## src/rtl/branch_pc_unit_if.sv

```systemverilog
// Branch/PC bundle between decode, comparator and the branch_pc_unit.
// master drives decode-side inputs; slave is the unit itself.
interface branch_pc_unit_if;
  logic        stall;
  logic        is_branch;
  logic        is_jal;
  logic        is_jalr;
  logic [2:0]  funct3;
  logic [31:0] imm;
  logic [31:0] rs1_data;
  logic        BrEq;
  logic        BrLt;
  logic        BrUn;
  logic [31:0] pc;
  logic [31:0] pc_plus4;
  logic        taken;
  logic        flush;
  logic        misalign;
  logic [31:0] trap_pc;

  modport master (
    output stall, is_branch, is_jal, is_jalr,
    output funct3, imm, rs1_data, BrEq, BrLt,
    input  BrUn, pc, pc_plus4, taken,
    input  flush, misalign, trap_pc
  );

  modport slave (
    input  stall, is_branch, is_jal, is_jalr,
    input  funct3, imm, rs1_data, BrEq, BrLt,
    output BrUn, pc, pc_plus4, taken,
    output flush, misalign, trap_pc
  );
endinterface

```

## src/rtl/branch_pc_unit.sv

```systemverilog
// Branch resolution, PC register, redirect flush and misaligned-target trap.
// Optional BRANCH_STATS_EN adds br_count / taken_count statistics ports.
module branch_pc_unit #(
  parameter logic [31:0] RESET_PC     = 32'h0000_0000,
  parameter logic [31:0] TRAP_VEC     = 32'h0000_0100,
  parameter int unsigned FLUSH_CYCLES = 2
) (
  input  logic              clk,
  input  logic              rst_n,
  branch_pc_unit_if.slave   bus
`ifdef BRANCH_STATS_EN
  ,
  output logic [31:0]       br_count,
  output logic [31:0]       taken_count
`endif
);

  typedef enum logic {RUN, FLUSH} state_e;

  state_e      state_q, state_d;
  logic [3:0]  cnt_q, cnt_d;
  logic [31:0] pc_q, pc_d;
  logic [31:0] trap_pc_q, trap_pc_d;
  logic        mis_q, mis_d;

  logic        cond;
  logic        req;
  logic        taken;
  logic [31:0] pc_plus4;
  logic [31:0] jalr_sum;
  logic [31:0] target;
  logic        tgt_mis;

  assign pc_plus4 = pc_q + 32'd4;
  assign jalr_sum = bus.rs1_data + bus.imm;

  always_comb begin
    cond = 1'b0;
    case (bus.funct3)
      3'b000:  cond = bus.BrEq;
      3'b001:  cond = ~bus.BrEq;
      3'b100:  cond = bus.BrLt;
      3'b101:  cond = ~bus.BrLt;
      3'b110:  cond = bus.BrLt;
      3'b111:  cond = ~bus.BrLt;
      default: cond = 1'b0;
    endcase
  end

  assign req     = (bus.is_branch & cond) | bus.is_jal | bus.is_jalr;
  assign taken   = req & (state_q == RUN);
  assign target  = bus.is_jalr ? {jalr_sum[31:1], 1'b0}
                               : pc_q + bus.imm;
  assign tgt_mis = target[1];

  always_comb begin
    state_d   = state_q;
    cnt_d     = cnt_q;
    pc_d      = pc_q;
    trap_pc_d = trap_pc_q;
    mis_d     = 1'b0;
    if (!bus.stall) begin
      unique case (state_q)
        RUN: begin
          if (taken) begin
            state_d = FLUSH;
            cnt_d   = 4'(FLUSH_CYCLES);
            if (tgt_mis) begin
              pc_d      = TRAP_VEC;
              trap_pc_d = pc_q;
              mis_d     = 1'b1;
            end else begin
              pc_d = target;
            end
          end else begin
            pc_d = pc_plus4;
          end
        end
        FLUSH: begin
          pc_d  = pc_plus4;
          cnt_d = cnt_q - 4'd1;
          if (cnt_q == 4'd1) state_d = RUN;
        end
        default: state_d = RUN;
      endcase
    end
  end

  always_ff @(posedge clk or negedge rst_n) begin
    if (!rst_n) begin
      state_q   <= RUN;
      cnt_q     <= 4'd0;
      pc_q      <= RESET_PC;
      trap_pc_q <= 32'd0;
      mis_q     <= 1'b0;
    end else begin
      state_q   <= state_d;
      cnt_q     <= cnt_d;
      pc_q      <= pc_d;
      trap_pc_q <= trap_pc_d;
      mis_q     <= mis_d;
    end
  end

  assign bus.BrUn     = bus.funct3[1];
  assign bus.pc       = pc_q;
  assign bus.pc_plus4 = pc_plus4;
  assign bus.taken    = taken;
  assign bus.flush    = (state_q == FLUSH);
  assign bus.misalign = mis_q;
  assign bus.trap_pc  = trap_pc_q;

`ifdef BRANCH_STATS_EN
  logic [31:0] br_cnt_q, br_cnt_d;
  logic [31:0] tk_cnt_q, tk_cnt_d;
  logic        is_cf;

  assign is_cf = bus.is_branch | bus.is_jal | bus.is_jalr;

  always_comb begin
    br_cnt_d = br_cnt_q;
    tk_cnt_d = tk_cnt_q;
    if (!bus.stall && state_q == RUN && is_cf) begin
      br_cnt_d = br_cnt_q + 32'd1;
      if (taken) tk_cnt_d = tk_cnt_q + 32'd1;
    end
  end

  always_ff @(posedge clk or negedge rst_n) begin
    if (!rst_n) begin
      br_cnt_q <= 32'd0;
      tk_cnt_q <= 32'd0;
    end else begin
      br_cnt_q <= br_cnt_d;
      tk_cnt_q <= tk_cnt_d;
    end
  end

  assign br_count    = br_cnt_q;
  assign taken_count = tk_cnt_q;
`endif

endmodule

```

## src/flat_wrapper.sv

```systemverilog
// flat-port wrapper written by rule: the top's interface ports become plain ports
module branch_pc_unit_flat 
#(
  parameter logic [31:0] RESET_PC     = 32'h0000_0000,
  parameter logic [31:0] TRAP_VEC     = 32'h0000_0100,
  parameter int unsigned FLUSH_CYCLES = 2
)
  (clk, rst_n, bus_stall, bus_is_branch, bus_is_jal, bus_is_jalr, bus_funct3, bus_imm, bus_rs1_data, bus_BrEq, bus_BrLt, bus_BrUn, bus_pc, bus_pc_plus4, bus_taken, bus_flush, bus_misalign, bus_trap_pc);
  branch_pc_unit_if bus_i ();
  input  logic clk;
  input  logic rst_n;
  input wire logic [$bits(bus_i.stall)-1:0] bus_stall;
  input wire logic [$bits(bus_i.is_branch)-1:0] bus_is_branch;
  input wire logic [$bits(bus_i.is_jal)-1:0] bus_is_jal;
  input wire logic [$bits(bus_i.is_jalr)-1:0] bus_is_jalr;
  input wire logic [$bits(bus_i.funct3)-1:0] bus_funct3;
  input wire logic [$bits(bus_i.imm)-1:0] bus_imm;
  input wire logic [$bits(bus_i.rs1_data)-1:0] bus_rs1_data;
  input wire logic [$bits(bus_i.BrEq)-1:0] bus_BrEq;
  input wire logic [$bits(bus_i.BrLt)-1:0] bus_BrLt;
  output wire logic [$bits(bus_i.BrUn)-1:0] bus_BrUn;
  output wire logic [$bits(bus_i.pc)-1:0] bus_pc;
  output wire logic [$bits(bus_i.pc_plus4)-1:0] bus_pc_plus4;
  output wire logic [$bits(bus_i.taken)-1:0] bus_taken;
  output wire logic [$bits(bus_i.flush)-1:0] bus_flush;
  output wire logic [$bits(bus_i.misalign)-1:0] bus_misalign;
  output wire logic [$bits(bus_i.trap_pc)-1:0] bus_trap_pc;
  assign bus_i.stall = bus_stall;
  assign bus_i.is_branch = bus_is_branch;
  assign bus_i.is_jal = bus_is_jal;
  assign bus_i.is_jalr = bus_is_jalr;
  assign bus_i.funct3 = bus_funct3;
  assign bus_i.imm = bus_imm;
  assign bus_i.rs1_data = bus_rs1_data;
  assign bus_i.BrEq = bus_BrEq;
  assign bus_i.BrLt = bus_BrLt;
  assign bus_BrUn = bus_i.BrUn;
  assign bus_pc = bus_i.pc;
  assign bus_pc_plus4 = bus_i.pc_plus4;
  assign bus_taken = bus_i.taken;
  assign bus_flush = bus_i.flush;
  assign bus_misalign = bus_i.misalign;
  assign bus_trap_pc = bus_i.trap_pc;
  branch_pc_unit #(.RESET_PC(RESET_PC), .TRAP_VEC(TRAP_VEC), .FLUSH_CYCLES(FLUSH_CYCLES)) u_core (.clk(clk), .rst_n(rst_n), .bus(bus_i));
endmodule
```

## config.mk

```make
export PLATFORM = sky130hd
export DESIGN_NAME = branch_pc_unit_flat
export DESIGN_NICKNAME = d
export VERILOG_FILES = /design/src/rtl/branch_pc_unit_if.sv /design/src/rtl/branch_pc_unit.sv /design/src/flat_wrapper.sv
export SDC_FILE = /design/constraint.sdc
export NUM_CORES = 1
export LEC_CHECK = 0
export ABC_AREA = 0
export CELL_PAD_IN_SITES_DETAIL_PLACEMENT = 1
export CELL_PAD_IN_SITES_GLOBAL_PLACEMENT = 1
export CORE_UTILIZATION = 24
export CTS_BUF_LIST = sky130_fd_sc_hd__clkbuf_2 sky130_fd_sc_hd__clkbuf_4 sky130_fd_sc_hd__clkbuf_8
export CTS_CLUSTER_SIZE = 24
export DETAILED_ROUTE_END_ITERATION = 8
export PLACE_DENSITY = 0.57
export SLEW_MARGIN = 15
export SYNTH_ARGS = -nofsm -noshare
export SYNTH_HDL_FRONTEND = slang
export SYNTH_SLANG_ARGS = --single-unit
export TNS_END_PERCENT = 5
```

## constraint.sdc

```tcl
create_clock -name clk -period 4.4 [get_ports clk]
set_input_delay 0.88 -clock clk [delete_from_list [all_inputs] [get_ports clk]]
set_output_delay 0.88 -clock clk [all_outputs]
set_load 0.1 [all_outputs]
```

* Word-level counts from Yosys, hierarchy flattened
Index checks and enable logic that the tools add are counted.
W data, S select, Z words.
** Cells by class
- Add/sub/neg operators :: 4
- Eq/ne operators :: 7
- Mux-type cells :: 14
- Bitwise operators :: 8
- Reductions and logical operators :: 5
** Operators with widths (count)
- $mux W32 :: 3
- $add A32 B32 Y32 :: 2
- $pmux W32 S2 :: 1
- $add A32 B3 Y32 const B :: 1
- $eq A3 B3 Y1 const B :: 4
- $pmux W4 S2 :: 1
- $mux W1 :: 6
- $eq A4 B1 Y1 const B :: 1
- $mux W4 :: 1
- $not A1 Y1 :: 4
- $pmux W1 S4 :: 1
- $reduce_and A4 Y1 :: 1
- $reduce_or A2 Y1 :: 2
- $sub A4 B1 Y4 const B :: 1
- $eq A3 B1 Y1 const B :: 1
- $logic_not A3 Y1 :: 1
- $and A1 B1 Y1 :: 2
- $ne A2 B2 Y1 const B :: 1
- $or A1 B1 Y1 :: 2
- $pmux W1 S2 :: 1
- $reduce_and A2 Y1 :: 1
** Word-level totals
- Flip-flop bits (word level) :: 70
- Input bits :: 75

* Longest topological paths before layout
Gate-level depths: netlist of the first run.
- Depth after elaboration :: 10
- Mapped depth :: 11

* Worst setup path before layout of the first run
OpenSTA, ideal clock, no wires.
- Kind :: register -> output
- From :: reg u_core.pc_q[4] (netlist: u_core.bus.pc[4])
- To :: out bus_pc_plus4[31]
- Arrival :: 4168 ps
- Slack :: -648 ps
- Cell stages (with the launch flop) :: 9
- Buffers on the path :: 1
- Path through :: dfrtp_1 clkbuf_2 nand3_1 nor2_2 nand3_2 nor3_2 and3_1 nand3_1 xnor2_1
** Between the ends
- Longest elaborated chain between the ends :: 1
** RTL lines
- start, declared :: line branch_pc_unit.sv:22 : logic [31:0] pc_q, pc_d;
- start signal, assigned :: line branch_pc_unit.sv:99 : pc_q <= pc_d;
- $add A32 B3 Y32 :: line branch_pc_unit.sv:34 : assign pc_plus4 = pc_q + 32'd4;
- end, declared :: line flat_wrapper.sv:23 : output wire logic [$bits(bus_i.pc_plus4)-1:0] bus_pc_plus4;
No other way between the ends.

* Worst setup path after layout of the first run
- From :: reg u_core.pc_q[8] (netlist: u_core.bus.pc[8])
- To :: out bus_pc_plus4[31]
The elaborated chain is that of the path after synthesis.

==> reports/metrics.cfg, run 1 <==
[outcome]
outcome = completed

[global_route]
antenna_found_initial = 0
grt_pass1_vias = 7360
track_usage_pct = 18.7
overflow = 0
grt_max_degree = 69
grt_pass1_wl_um = 43600

[power]
p_per_area_nw_per_um2 = 845
peakVddDrop_uv = 391
p_leak_nw = 4.08

[setup_path]
cp_data_required_time_ns = 3.52
max_stage_delay_ns = 0.57
cp_max_fo = 7
cp-start-kind = register
worstPathArrival_ns = 3.18
path_cells = nand4_1, nor2_2, nand3_2, nor3_2, and3_1, nand3_1, xnor2_2, buf_12
cp-end-kind = output pin
critPathSlowestCell = dfrtp_1
setup.worst_path.class = reg -> out

[timing]
holdWs_ns = 0.508
period_needed_ns = 4.06
fin_crit_sh_pct = 92.3
clock_skew_ns = 0.0111
hold_viol_final = 0
tns_ns = 0
final_max_slew_viol_count = 0
worstMarginPinSlew_ns = 1.02
fmax_mhz = 246
setup_viol = 0
rsz0062_at_grt = false
relSlewSlack_pct = 31.6

[logic_synthesis]
synthTopCellsByArea = dfrtp_1 24%, ha_1 11%, a21oi_1 5.8%, xnor2_1 5.8%, mux2_2 5.0%
synthArstFlopShare_pct = 100
synth_edf_count = 0
syn_area_sq_um = 6990
synth_cells = 851
synth_seq_area_share_pct = 24.4
synth_cell_types = 72
syn_avg_cell_area_sq_um = 8.21
synthFlopType = dfrtp_1
synth_area_leader_cell = dfrtp_1
yosysWarnings = 0
ys_seq_elements = 68
netlist.area_leader.share_pct = 24.4

[drt]
maxUsedRoutingLayer = met4
drcViolationCount = 0
via_per_inst = 5.04
first_pass_iters = 4
via_count = 7120
routedWlPerCell_um = 19.7
wirelength_um = 27800
wl_met1_um = 13900
wl_met2_um = 12700
ant_nets = 0
first_iter_violations = 298
dr_wl_met3_um = 905

[clock_network]
cts_root_buf = clkbuf_8
cts_buffers = 9
insertion_delay_ns = 0.37
cts.path.max_buffers = 2
cts_setup_buffers = 0
clkSinkCount = 68
cts_tree = done
cts_hold_buf = 0
path_clk_slew_ns = 0.08
ctsResizeCount = 0
htreeDepth = 3

[final_layout]
stdcell_area_sq_um = 9390
area.growth.synth_to_final_pct = 34.4
fillers = 3402
layout_commonest_cell = clkdlybuf4s50_1
nets = 1163
mostFrequentLayoutCells = 141 x clkdlybuf4s50_1, 81 x a21oi_1, 77 x nand2_1
multi_input_area_sq_um = 5060
ff_latch_area_sq_um = 1700
antenna_cells = 0
final_layout_size_suffix_gt1_share_pct = 12.3

[die]
start_util_pct = 24.3
die-area_sq_um = 29800
die_width_um = 173
fp.dieH_um = 173
core_area_sq_um = 28700
io_pins = 175
rows = 62

[hold_path]
hold_path_class = reg -> reg

[job]
max-cap-violations = 0

[placement]
gp_congestion = 0.814
placed_area_sq_um = 9210
hpwl_um = 22800
port_buffers = 171

-- layer usage --
metal  global-route usage (%)  up-vias
met1                     27.0     3474
met2                     29.9      145
li1                         -     3483
met3                     1.54       18
met4                     4.43        0
met5                        0        -
-- through the flow --
| stage | power [mW] | setup slack [ns] | utilization [%] | std cells |
|---|---|---|---|---|
| global placement | 7.44 | 0.346 | 32.1 | 1396 |
| finish | 7.93 | 0.338 | 32.7 | 1412 |
| detailed placement | 7.48 | 0.275 | 32.1 | 1396 |
| CTS | 7.98 | 0.298 | 32.7 | 1412 |
| floorplan | 5.80 | -0.306 | - | 853 |
| global route | 8.34 | 0.155 | 32.7 | 1412 |
-- cell type report --
| type | count | area share, % |
|---|---|---|
| clock buffers | 9 | 1.32 |
| clock inverters | 7 | 0.560 |
| inverters | 24 | 0.959 |
| multi-input cells | 723 | 53.9 |
| flip-flops and latches | 68 | 18.1 |
| well taps | 384 | 5.12 |
| repair buffers | 197 | 20.0 |
-- logic make-up (layout without fill, tap and decap cells) --
kind of cell	Yosys count	after routing	synth area share, %
and+or+nand+nor	259	259	17.7
muxes	38	38	6.02
adders and majority gates	65	65	11.7
AOI/OAI and AO/OA	276	276	26.1
xor gates and xnor gates	82	82	10.3
DFF	68	68	24.4
other	1	3	0.0537
buffers and inverters	62	237	3.73
-- worst paths after layout --
check / startpoint / depth (start not counted) / slack [ns] / endpoint
min: u_core.bus.trap_pc[6] / 1 / 0.51 / u_core.bus.trap_pc[6]
max reg2reg: u_core.bus.pc[11] / 11 / 1.13 / u_core.bus.pc[30]
max: u_core.bus.pc[8] / 8 / 0.34 / bus_pc_plus4[31]
min reg2reg: u_core.bus.trap_pc[6] / 1 / 0.51 / u_core.bus.trap_pc[6]
min in group asynchronous: rst_n / 1 / 0.65 / u_core.bus.misalign
max in group asynchronous: rst_n / 1 / 3.15 / u_core.bus.trap_pc[0]
-- critical path, delay by kind of cell, from the launching register on --
kind / cells / cell delay [ns]
buf+inv: 1 / 0.20
xor+xnor: 1 / 0.23
flops: 1 / 0.57
simple gates: 6 / 1.80
-- sequential cells by signal, summed over array words and instances, names as in the netlist --
signal,flops
u_core.bus.flush,1
u_core.bus.misalign,1
u_core.bus.trap_pc,31
u_core.cnt_q,4
u_core.bus.pc,31
-- synthesized netlist by cell type, types with 3 or more instances --
cell and n:
buf_2 5, nand3_1 37, a211oi_1 9, o22ai_1 3, ha_1 64, a22oi_1 7
o21ai_0 51, nor2b_1 5, xor2_1 36, nand2b_1 9, dfrtp_1 68, clkbuf_1 26
nand2_1 77, o211ai_1 11, a31o_2 3, inv_1 23, nor2_1 59, or3_1 7
xnor2_1 46, a22o_1 4, and3_1 11, a31oi_1 14, or2_2 4, a21o_1 33
o21bai_1 6, and2_1 6, nand4_1 14, a21oi_1 81, a21boi_0 5, mux2_2 31
mux2i_1 6, o221ai_1 4, o31ai_1 8, o21a_1 4, buf_4 5, a211o_1 4
a221oi_1 6, nor3_1 17
-- where the power goes --
group	switching [mW]	total, mW	leakage, nW	internal (mW)
combinational	4.48	6.19	3.14	1.71
clock	0.279	0.485	0.0779	0.206
sequential	0.375	1.26	0.862	0.883
Note: power is estimated with default switching activity, not from simulation.
==> run 2, diff against run 1 <==
==> constraint.sdc (replaced) <==
create_clock -name clk -period 4.4 [get_ports clk]
set_input_delay 1.1 -clock clk [delete_from_list [all_inputs] [get_ports clk]]
set_output_delay 1.1 -clock clk [all_outputs]
set_load 0.1 [all_outputs]
==> reports/metrics.cfg, run 2 (same netlist as run 1, synthesis figures left out) <==
[power]
p_sw_mw = 5.18
fin_total_pwr_mw = 8.10
switching_share_pct = 64.0
power_frac_clock_pct = 7.0
seqPwrFrac_pct = 15.1
peakVddDrop_uv = 393
p_leak_nw = 4.18
intPower_mw = 2.92
p_per_area_nw_per_um2 = 849
comb_power_share_pct = 78.0

[setup_path]
r2r-end = u_core.bus.pc[30]
ff2ff_setup_slack_ns = 1.10
rr_worst_depth = 11
cp-start-kind = register
cp_data_required_time_ns = 3.30
worstPathArrival_ns = 2.98
setup.worst_path.class = reg -> out
reg2reg_from = u_core.bus.pc[11]
cp-end-kind = output pin
cp_max_fo = 7

[global_route]
grt_pass1_wl_um = 43800
overflow = 0
grt_pass1_vias = 7359
grt_max_degree = 69
track_usage_pct = 18.8
antenna_found_initial = 0

[timing]
clock_skew_ns = 0.0112
rsz0062_at_grt = false
worstMarginPinSlew_ns = 1.02
setup_viol = 0
hold_viol_final = 0
relSlewSlack_pct = 32.0
fmax_mhz = 245
holdWs_ns = 0.510
finalWorstSetupSlack_ns = 0.324
final_max_slew_viol_count = 0
fin_crit_sh_pct = 92.6
period_needed_ns = 4.08

[drt]
via_per_inst = 5.02
ant_nets = 0
first_pass_iters = 4
drcViolationCount = 0
routedWlPerCell_um = 19.6
first_iter_violations = 341
wirelength_um = 27900
via_count = 7150

[placement]
hpwl_um = 22900
port_buffers = 171
place_ws_ns = 0.142
gp_congestion = 0.809
dpl.cell_count = 1408
placed_area_sq_um = 9330

[clock_network]
cts_hold_buf = 0
path_clk_slew_ns = 0.09
cts_tree = done
clkSinkCount = 68
ctsResizeCount = 0
cts_root_buf = clkbuf_8
htreeDepth = 3
cts_setup_buffers = 0
cts_buffers = 9
cts.path.max_buffers = 2
insertion_delay_ns = 0.37

[hold_path]
hold_depth = 1
min_from = u_core.bus.trap_pc[31]
hold_path_class = reg -> reg
min_to = u_core.bus.trap_pc[31]

[job]
max-cap-violations = 0

[die]
die-area_sq_um = 29800
io_pins = 175
core_area_sq_um = 28700
rows = 62
die_width_um = 173
start_util_pct = 24.3
fp.dieH_um = 173

[final_layout]
fillers = 3424
mostFrequentLayoutCells = 139 x clkdlybuf4s50_1, 81 x a21oi_1, 77 x nand2_1
layout_commonest_cell = clkdlybuf4s50_1
stdcell_area_sq_um = 9530
fin_cells = 1424
nets = 1175
area.growth.synth_to_final_pct = 36.5
antenna_cells = 0
final_layout_size_suffix_gt1_share_pct = 13.8

[outcome]
outcome = completed

==> run 2: changes by cell type in the layout (fill, tap and decap cells not counted), moves of 2 or more <==
cell and change:
buf_4 +13, clkinvlp_4 -4, clkdlybuf4s50_1 -2, clkinv_4 +2, inv_6 +2
==> run 2: worst max path at each step <==
stage                      startpoint                 to  depth (start not counted)
floorplan            u_core.bus.pc[5]   bus_pc_plus4[24]                          6
global placement          bus_imm[10]  u_core.bus.pc[29]                         12
detailed placement        bus_imm[10]  u_core.bus.pc[29]                         12
CTS                 u_core.bus.pc[12]   bus_pc_plus4[31]                          8
global route        u_core.bus.pc[12]   bus_pc_plus4[31]                          8
finish              u_core.bus.pc[12]   bus_pc_plus4[31]                          8
==> run 2: area by class of cell <==
type	count	area [sq um]	area share (%)
well taps	384	480	5.04
inverters	24	90.1	0.945
clock buffers	9	124	1.30
clock inverters	7	82.6	0.866
repair buffers	209	1980	20.8
multi-input cells	723	5080	53.2
flip-flops and latches	68	1700	17.8
==> run 2: worst max-delay path: stages (launching register included) <==
cell and delay, ns:
dfrtp_1 0.55, nand4_1 0.23, nor2_2 0.33, nand3_2 0.22
nor3_2 0.27, and3_1 0.35, nand3_1 0.21, xnor2_2 0.24
buf_12 0.20
==> run 2: metal layers <==
| metal | track usage (%) | vias to the layer above | part of all wire (%) |
|---|---|---|---|
| met1 | 27.5 | 3498 | 51 |
| met4 | 3.68 | 0 | 1.0 |
| met2 | 29.9 | 148 | 45 |
| met5 | 0 | - | 0 |
| li1 | - | 3487 | - |
| met3 | 1.78 | 17 | 3.1 |
==> run 2: power by group through the flow <==
| stage | registers, mW | clock network (mW) | logic [mW] |
|---|---|---|---|
| finish | 1.22 | 0.563 | 6.31 |
| global route | 1.27 | 0.611 | 6.61 |
| CTS | 1.22 | 0.587 | 6.33 |
| detailed placement | 1.23 | 0 | 6.31 |
| global placement | 1.22 | 0 | 6.29 |
| floorplan | 2.94 | 0 | 2.86 |
==> run 2: through the flow <==
stage               utilization (%)  TNS (ns)
floorplan                         -     -5.40
global placement               32.5         0
detailed placement             32.5         0
CTS                            33.2         0
global route                   33.2         0
finish                         33.2         0
==> run 3, diff against run 2 <==
- CORE_ASPECT_RATIO: default -> 0.8
- SKIP_LAST_GASP: default -> 1
==> reports/metrics.cfg, run 3 (same netlist as run 1, synthesis figures left out) <==
[placement]
placed_area_sq_um = 9300
port_buffers = 171
place_ws_ns = 0.0206
hpwl_um = 23900
dpl.cell_count = 1393
gp_congestion = 0.851

[hold_path]
min_from = u_core.bus.trap_pc[16]
hold_path_class = reg -> reg
min_to = u_core.bus.trap_pc[16]
hold_depth = 1

[outcome]
violations = DRC
outcome = complete, but fails checks

[clock_network]
cts.path.max_buffers = 2
htreeDepth = 3
path_clk_slew_ns = 0.08
insertion_delay_ns = 0.37
clkSinkCount = 68
cts_root_buf = clkbuf_8
cts_setup_buffers = 0
cts_hold_buf = 0
cts_tree = done
ctsResizeCount = 0
cts_buffers = 9

[die]
fp.dieH_um = 155
io_pins = 175
die-area_sq_um = 29800
core_area_sq_um = 28400
start_util_pct = 24.6
rows = 55
die_width_um = 193

[power]
p_leak_nw = 4.17
seqPwrFrac_pct = 15.1
switching_share_pct = 64.1
power_frac_clock_pct = 6.8
peakVddDrop_uv = 343
p_per_area_nw_per_um2 = 853
intPower_mw = 2.91
fin_total_pwr_mw = 8.11
p_sw_mw = 5.20
comb_power_share_pct = 78.2

[setup_path]
ff2ff_setup_slack_ns = 1.14
r2r-end = u_core.bus.pc[30]
cp-end-kind = output pin
cp-start-kind = register
setup.worst_path.class = reg -> out
cp_data_required_time_ns = 3.30
reg2reg_from = u_core.bus.pc[11]
worstPathArrival_ns = 3.03
rr_worst_depth = 11
cp_max_fo = 10

[timing]
final_max_slew_viol_count = 0
fmax_mhz = 242
holdWs_ns = 0.510
relSlewSlack_pct = 32.2
fin_crit_sh_pct = 93.9
rsz0062_at_grt = false
hold_viol_final = 0
finalWorstSetupSlack_ns = 0.270
clock_skew_ns = 0.00889
period_needed_ns = 4.13
setup_viol = 0
worstMarginPinSlew_ns = 1.01

[job]
max-cap-violations = 0

[global_route]
antenna_found_initial = 0
track_usage_pct = 19.7
overflow = 0
grt_pass1_vias = 7322
grt_max_degree = 69
grt_pass1_wl_um = 44500

[drt]
drcViolationCount = 21
via_per_inst = 5.08
via_count = 7159
first_iter_violations = 291
ant_nets = 0
wirelength_um = 29100
first_pass_iters = 6
routedWlPerCell_um = 20.7

[final_layout]
mostFrequentLayoutCells = 139 x clkdlybuf4s50_1, 81 x a21oi_1, 77 x nand2_1
final_layout_size_suffix_gt1_share_pct = 13.6
antenna_cells = 0
fin_cells = 1409
area.growth.synth_to_final_pct = 36.0
layout_commonest_cell = clkdlybuf4s50_1
stdcell_area_sq_um = 9500
nets = 1174

==> run 3: changes by cell type in the layout (fill, tap and decap cells not counted), sizes merged <==
cell / before / now
buf: 70 / 69
clkinv: 3 / 4
inv: 27 / 26
==> run 3: power groups by stage <==
stage | logic (mW) | clock network (mW) | registers [mW]
2_1_floorplan | 2.86 | 0 | 2.94
3_3_place_gp | 6.30 | 0 | 1.23
3_5_place_dp | 6.33 | 0 | 1.24
4_1_cts | 6.35 | 0.573 | 1.23
5_1_grt | 6.65 | 0.593 | 1.27
6_report | 6.34 | 0.549 | 1.22
==> run 3: worst max-delay path by stage <==
stage | startpoint | endpoint | slack [ns] | cells after the start
3_3_place_gp | bus_imm[1] | u_core.bus.pc[30] | 0.11 | 12
3_5_place_dp | bus_imm[1] | u_core.bus.pc[30] | 0.02 | 12
2_1_floorplan | u_core.bus.pc[5] | bus_pc_plus4[24] | -0.49 | 6
6_report | u_core.bus.pc[9] | bus_pc_plus4[31] | 0.27 | 9
5_1_grt | u_core.bus.pc[9] | bus_pc_plus4[31] | 0.06 | 9
4_1_cts | u_core.bus.pc[9] | bus_pc_plus4[31] | 0.23 | 9
==> run 3: final cells by class <==
cell class / instances / area [sq um]
clock buffers: 9 / 124
repair buffers: 208 / 1970
flip-flops and latches: 68 / 1700
well taps: 370 / 463
fillers: 3384 / 18900
inverters: 24 / 90.1
clock inverters: 7 / 75.1
multi-input cells: 723 / 5070
==> run 3: critical path, cell delays in order (launching register included) <==
cell     delay [ns]
dfrtp_1        0.64
nand4_1        0.23
nor2_1         0.17
buf_4          0.17
nand3_2        0.19
nor3_2         0.26
and3_1         0.35
nand3_1        0.22
xnor2_2        0.24
buf_12         0.20
==> run 3: metrics by stage <==
stage | util, % | TNS, ns
floorplan | - | -5.40
finish | 33.4 | 0
detailed placement | 32.7 | 0
global placement | 32.7 | 0
CTS | 33.4 | 0
global route | 33.4 | 0
==> run 3: routing by layer <==
metal,global-route usage (%),vias up,wire [um]
li1,-,3492,-
met1,31.3,3505,15900
met2,28.0,148,11700
met3,2.52,14,1190
met4,3.19,0,286
met5,0,-,0
